[src/rtl/pio_rx_fifo_pkg.sv]
// Shared PIO definitions: default geometry, level width, push outcome
// encoding and the autopush/autopull threshold decode.
package pio_rx_fifo_pkg;

   localparam int PIO_WIDTH   = 32;
   localparam int PIO_DEPTH   = 4;
   localparam int LEVEL_W     = 4;
   localparam int ISR_COUNT_W = 6;

   // What happens to a push request in the current cycle.
   typedef enum logic [1:0] {
      PUSH_NONE,
      PUSH_WRITE,
      PUSH_STALL,
      PUSH_DROP
   } push_outcome_t;

   // A programmed threshold of 0 stands for a full 32-bit shift.
   function automatic logic [ISR_COUNT_W-1:0] thresh_decode(input logic [4:0] thresh);
      return (thresh == 5'd0) ? 6'd32 : {1'b0, thresh};
   endfunction

endpackage

[src/rtl/pio_fifo_mem.sv]
// Register-array FIFO storage: one synchronous write port and one
// show-ahead (combinational) read port. Shared by the RX and TX FIFOs.
module pio_fifo_mem #(
   parameter int WIDTH   = 32,
   parameter int ENTRIES = 8,
   localparam int ADDR_W = $clog2(ENTRIES)
) (
   input  logic              clk,
   input  logic              wr_en,
   input  logic [ADDR_W-1:0] wr_addr,
   input  logic [WIDTH-1:0]  wr_data,
   input  logic [ADDR_W-1:0] rd_addr,
   output logic [WIDTH-1:0]  rd_data
);

   logic [WIDTH-1:0] mem [ENTRIES];

   // Entry write; contents are deliberately not reset.
   always_ff @(posedge clk) begin
      if (wr_en) begin
         mem[wr_addr] <= wr_data;
      end
   end

   assign rd_data = mem[rd_addr];

endmodule

[src/rtl/pio_rx_fifo.sv]
// PIO RX FIFO: buffers ISR words pushed explicitly or by autopush, and
// returns stall / isr_clear handshakes to the state machine. Joining
// doubles the capacity by using the full 2*DEPTH storage array.
module pio_rx_fifo
   import pio_rx_fifo_pkg::*;
#(
   parameter int WIDTH = PIO_WIDTH,
   parameter int DEPTH = PIO_DEPTH
) (
   input  logic                   clk,
   input  logic                   reset_n,
   input  logic                   penable,
   input  logic                   fifo_join,
   input  logic                   flush,
   input  logic                   push,
   input  logic                   block,
   input  logic [WIDTH-1:0]       push_data,
   input  logic [ISR_COUNT_W-1:0] isr_count,
   input  logic [4:0]             thresh,
   input  logic                   autopush_en,
   input  logic                   pop,
   output logic [WIDTH-1:0]       pop_data,
   output logic                   empty,
   output logic                   full,
   output logic [LEVEL_W-1:0]     level,
   output logic                   stall,
   output logic                   isr_clear,
   output logic                   overflow,
   output logic                   underflow,
   input  logic                   clr_flags
);

   localparam int PTR_W = $clog2(2*DEPTH);
   localparam logic [LEVEL_W-1:0] CAP_SINGLE  = LEVEL_W'(DEPTH);
   localparam logic [LEVEL_W-1:0] CAP_JOINED  = LEVEL_W'(2*DEPTH);
   localparam logic [PTR_W-1:0]   LAST_SINGLE = PTR_W'(DEPTH-1);
   localparam logic [PTR_W-1:0]   LAST_JOINED = PTR_W'(2*DEPTH-1);

   logic [PTR_W-1:0]   wptr_reg, wptr_next;
   logic [PTR_W-1:0]   rptr_reg, rptr_next;
   logic [LEVEL_W-1:0] level_reg, level_next;
   logic               overflow_reg, overflow_next;
   logic               underflow_reg, underflow_next;
   logic               join_reg;

   logic [LEVEL_W-1:0] capacity;
   logic [PTR_W-1:0]   ptr_last;
   logic               is_empty;
   logic               is_full;
   logic               join_change;
   logic               clear_all;
   logic               auto_req;
   logic               push_req;
   logic               pop_ok;
   logic               pop_under;
   logic               wr_en;
   logic [WIDTH-1:0]   rd_data;
   push_outcome_t      outcome;

   // Pointers wrap at the active capacity, not at the array size.
   function automatic logic [PTR_W-1:0] ptr_inc(input logic [PTR_W-1:0] p,
                                                input logic [PTR_W-1:0] last);
      return (p == last) ? '0 : p + 1'b1;
   endfunction

   assign capacity    = join_reg ? CAP_JOINED : CAP_SINGLE;
   assign ptr_last    = join_reg ? LAST_JOINED : LAST_SINGLE;
   assign is_empty    = (level_reg == '0);
   assign is_full     = (level_reg == capacity);
   assign join_change = fifo_join ^ join_reg;
   assign clear_all   = flush | join_change;
   assign auto_req    = autopush_en & ~push & (isr_count >= thresh_decode(thresh));
   assign push_req    = penable & (push | auto_req) & ~clear_all;
   assign pop_ok      = pop & ~is_empty & ~clear_all;
   assign pop_under   = pop & is_empty & ~clear_all;

   // Classify the push request; a same-cycle pop frees a slot when full.
   always_comb begin
      outcome = PUSH_NONE;
      if (push_req) begin
         if (!is_full || pop_ok) begin
            outcome = PUSH_WRITE;
         end else if (block || auto_req) begin
            outcome = PUSH_STALL;
         end else begin
            outcome = PUSH_DROP;
         end
      end
   end

   assign wr_en     = (outcome == PUSH_WRITE);
   assign isr_clear = (outcome == PUSH_WRITE) || (outcome == PUSH_DROP);
   assign stall     = join_change || (outcome == PUSH_STALL);

   // Next pointers, level and sticky flags; a set event beats clr_flags.
   always_comb begin
      wptr_next      = wptr_reg;
      rptr_next      = rptr_reg;
      level_next     = level_reg;
      overflow_next  = overflow_reg;
      underflow_next = underflow_reg;

      if (clear_all) begin
         wptr_next  = '0;
         rptr_next  = '0;
         level_next = '0;
      end else begin
         if (wr_en) begin
            wptr_next = ptr_inc(wptr_reg, ptr_last);
         end
         if (pop_ok) begin
            rptr_next = ptr_inc(rptr_reg, ptr_last);
         end
         if (wr_en && !pop_ok) begin
            level_next = level_reg + 1'b1;
         end else if (!wr_en && pop_ok) begin
            level_next = level_reg - 1'b1;
         end
      end

      if (clr_flags) begin
         overflow_next  = 1'b0;
         underflow_next = 1'b0;
      end
      if (outcome == PUSH_DROP) begin
         overflow_next = 1'b1;
      end
      if (pop_under) begin
         underflow_next = 1'b1;
      end
   end

   // State registers with asynchronous active-low reset.
   always_ff @(posedge clk or negedge reset_n) begin
      if (!reset_n) begin
         wptr_reg      <= '0;
         rptr_reg      <= '0;
         level_reg     <= '0;
         overflow_reg  <= 1'b0;
         underflow_reg <= 1'b0;
         join_reg      <= 1'b0;
      end else begin
         wptr_reg      <= wptr_next;
         rptr_reg      <= rptr_next;
         level_reg     <= level_next;
         overflow_reg  <= overflow_next;
         underflow_reg <= underflow_next;
         join_reg      <= fifo_join;
      end
   end

   pio_fifo_mem #(
      .WIDTH   (WIDTH),
      .ENTRIES (2*DEPTH)
   ) u_mem (
      .clk     (clk),
      .wr_en   (wr_en),
      .wr_addr (wptr_reg),
      .wr_data (push_data),
      .rd_addr (rptr_reg),
      .rd_data (rd_data)
   );

   assign pop_data  = is_empty ? '0 : rd_data;
   assign empty     = is_empty;
   assign full      = is_full;
   assign level     = level_reg;
   assign overflow  = overflow_reg;
   assign underflow = underflow_reg;

endmodule

[config.mk]
export PLATFORM = sky130hd
export DESIGN_NAME = pio_rx_fifo
export DESIGN_NICKNAME = d
export VERILOG_FILES = /design/src/rtl/pio_rx_fifo_pkg.sv /design/src/rtl/pio_fifo_mem.sv /design/src/rtl/pio_rx_fifo.sv
export SDC_FILE = /design/constraint.sdc
export NUM_CORES = 1
export LEC_CHECK = 0
export ABC_CLOCK_PERIOD_IN_PS = 5800
export CAP_MARGIN = 20
export CELL_PAD_IN_SITES_DETAIL_PLACEMENT = 0
export CELL_PAD_IN_SITES_GLOBAL_PLACEMENT = 2
export CORE_MARGIN = 2
export CORE_UTILIZATION = 30
export CTS_CLUSTER_DIAMETER = 30
export DETAILED_ROUTE_END_ITERATION = 8
export DONT_BUFFER_PORTS = 1
export PLACE_DENSITY_LB_ADDON = 0.1
export SETUP_SLACK_MARGIN = 0.1
export SLEW_MARGIN = 20
export SYNTH_ARGS = -nofsm -noshare
export SYNTH_HDL_FRONTEND = slang
export SYNTH_SLANG_ARGS = --single-unit
[constraint.sdc]
create_clock -name clk -period 5.8 [get_ports clk]
set_input_delay 1.74 -clock clk [delete_from_list [all_inputs] [get_ports clk]]
set_output_delay 1.74 -clock clk [all_outputs]
set_load 0.05 [all_outputs]
==> metrics.yaml <==
clock_tree:
  cts.path.max_buffers: 3
  cts_buffers: 68
  numClockSinks: 269
  postCtsSetupBuffers: 0
  cts_resized: 0
  cts_tree: "yes"
  insertion_delay_ns: 0.56
  cts_hold_buf: 0
  clkTransAtPathRegs_ns: 0.03
  htreeDepth: 3
  clock_tree.root_cell: "clkbuf_16"
die:
  coreArea_um2: 35400
  die_area_um2: 37400
  rows: 69
  initial_utilization_pct: 30.4
  die_h_um: 193
  die_x_um: 193
  pin_count: 95
critical_path:
  r2r_start: "level[0]"
  crit_arrival_ns: 3.55
  rr_worst_depth: 7
  required_ns: 4.06
  cp-start-kind: "primary input"
  r2r_end: "u_mem.mem[1][20]"
  critPathKind: "in2out"
  reg2reg_slack_ns: 2.45
  cp_max_fo: 5
  end_kind: "output pin"
sta:
  maxSlewViolCount: 0
  grt_setup_unrepaired: "no"
  hold_violations: 0
  period_minus_slack_ns: 5.29
  setup_viol: 0
  tightest_slew_ns: 1.10
  max_slew_margin_pct: 26.5
  skew_ns: 0.0213
  fmax_ghz: 0.189
  period_share_pct: 91.3
  setup_slack_ns: 0.507
synth:
  yosysWarnings: 0
  synth_top_area_cell: "edfxtp_1"
  netlist.area_leader.share_pct: 71.5
  syn-cell-area_um2: 10700
  syn-num-nets: 590
  synth_edf_count: 256
  async_flop_share_pct: 4.83
  synthCells: 526
  yosysSeqAreaShare_pct: 74.5
  synth-seq-cells: 269
  synth_ff_type: "edfxtp_1"
  yosys-top-cells-count: "edfxtp_1 (256), mux4_2 (64), nor2_1 (41)"
  ys_top_cells_by_area: "edfxtp_1 (72%), mux4_2 (13%), mux2i_1 (3.1%), dfrtp_1 (3.0%), nor2_1 (1.4%)"
  yosysMostFrequentCell: "edfxtp_1"
  yosysUniqueCellTypes: 48
  synth_area_per_cell_um2: 20.4
job:
  maxCapViolations: 0
global_routing:
  grt_overflow_total: 0
  grt_pass1_wl_um: 36900
  antenna_found_initial: 0
  grt_max_degree: 67
  grt_pass1_vias: 5929
  track_usage_pct: 13.4
placement:
  place.gp.congestion: 0.739
  post-place-ws_ns: 0.504
  placed_area_um2: 11500
  portBuffers: 0
  dp.final_hpwl_um: 13200
  dp_cells: 980
finish:
  stdcell_count: 1100
  regArea_um2: 8020
  largest_reg_flops: 256
  area_delta_synth_final_pct: 26.4
  nNetsFinal: 653
  drive_gt1_share_pct: 31.3
  nFillCells: 3243
  multi_input_area_um2: 2640
  final_util_pct: 38.4
  diodes: 0
  design_area_um2: 13600
outcome:
  status: "finished clean"
min_path:
  min_path_type: "reg2reg"
  hold_end: "wptr_reg[0]"
  hold_depth: 2
  holdCritStartpoint: "wptr_reg[0]"
drt:
  drt_wl_total_um: 24700
  drtIter0Drc: 256
  ant_nets: 0
  avgRoutedWirePerCell_um: 22.5
  first_pass_iters: 4
  drc: 0
  num_vias: 5315
  via_per_inst: 4.83
power:
  vdd_drop_max_uv: 251
  power_density_nw_per_um2: 460
  leakage_nw: 4.35
  p_total_mw: 6.25
[logic make-up (layout without fill, tap and decap cells)]
group / after synthesis / count (layout) / synth area share [%]
flops: 269 / 269 / 74.5
simple gates: 74 / 74 / 3.47
fa+ha+maj: 11 / 11 / 1.35
xor+xnor: 5 / 5 / 0.477
compound gates: 27 / 27 / 1.80
mux: 100 / 100 / 16.8
buf+inv: 40 / 153 / 1.56
[report_power, final]
group	switching (mW)	internal, mW
Sequential	0.0724	2.16
Combinational	0.473	0.150
Clock	1.10	2.30
[cells in the final DEF, fill, tap and decap left out, types with 2 or more instances in the layout]
master / instances
mux4_2: 64
nor4_4: 2
buf_12: 2
inv_1: 13
o21ai_0: 2
dfrtp_1: 10
mux2i_1: 33
nor3_2: 2
a32o_1: 2
edfxtp_1: 256
clkinvlp_4: 9
bufinv_16: 3
nor4b_4: 2
nand2b_1: 3
ha_1: 10
clkbuf_1: 10
a21o_1: 2
nor3b_2: 2
o21ai_1: 2
clkbuf_16: 69
nand4b_1: 2
buf_4: 17
a21oi_1: 8
nand3_1: 2
xnor2_1: 3
nand2_1: 9
dfrtp_4: 2
clkinv_1: 13
nor2_1: 40
clkinv_2: 10
mux2_1: 3
nand4_1: 3
clkinv_8: 3
[per-layer routing]
metal	part of all wire (%)	up-vias	GRT usage, %
met4	2.5	0	5.17
met1	42	2776	16.4
met3	7.2	52	4.81
li1	-	2305	-
met5	0	-	0
met2	48	182	21.7
[through the flow]
stage                     hold WS [ns]  setup TNS, ns
after global routing             0.829              0
after floorplan                  0.617          -7.10
after global placement           0.733              0
final                            0.772              0
after CTS                        0.760              0
after detailed placement         0.757              0
[how the worst max path moves through the flow]
stage / from / end / slack, ns / depth (start not counted)
floorplan: thresh[0] / u_mem.mem[6][0] / -0.11 / 7
global placement: thresh[0] / stall / 0.63 / 7
detailed placement: thresh[0] / isr_clear / 0.50 / 8
CTS: thresh[0] / isr_clear / 0.50 / 8
global route: thresh[0] / isr_clear / 0.32 / 8
finish: thresh[0] / isr_clear / 0.51 / 8
[layout make-up]
cell class	count	share of cell area, %
clock buffers	79	13.0
clock inverters	41	2.68
inverters	14	0.387
multi-input cells	217	19.4
flip-flops and latches	269	59.0
well taps	461	4.24
repair buffers	19	1.23
[critical path: stages]
cell	delay, ns
nor3_1	0.17
nand3_1	0.10
ha_1	0.32
nand4_1	0.12
o2111ai_1	0.50
nand2_1	0.20
a21oi_1	0.18
buf_4	0.22
Power figures use the tool's default switching activity.
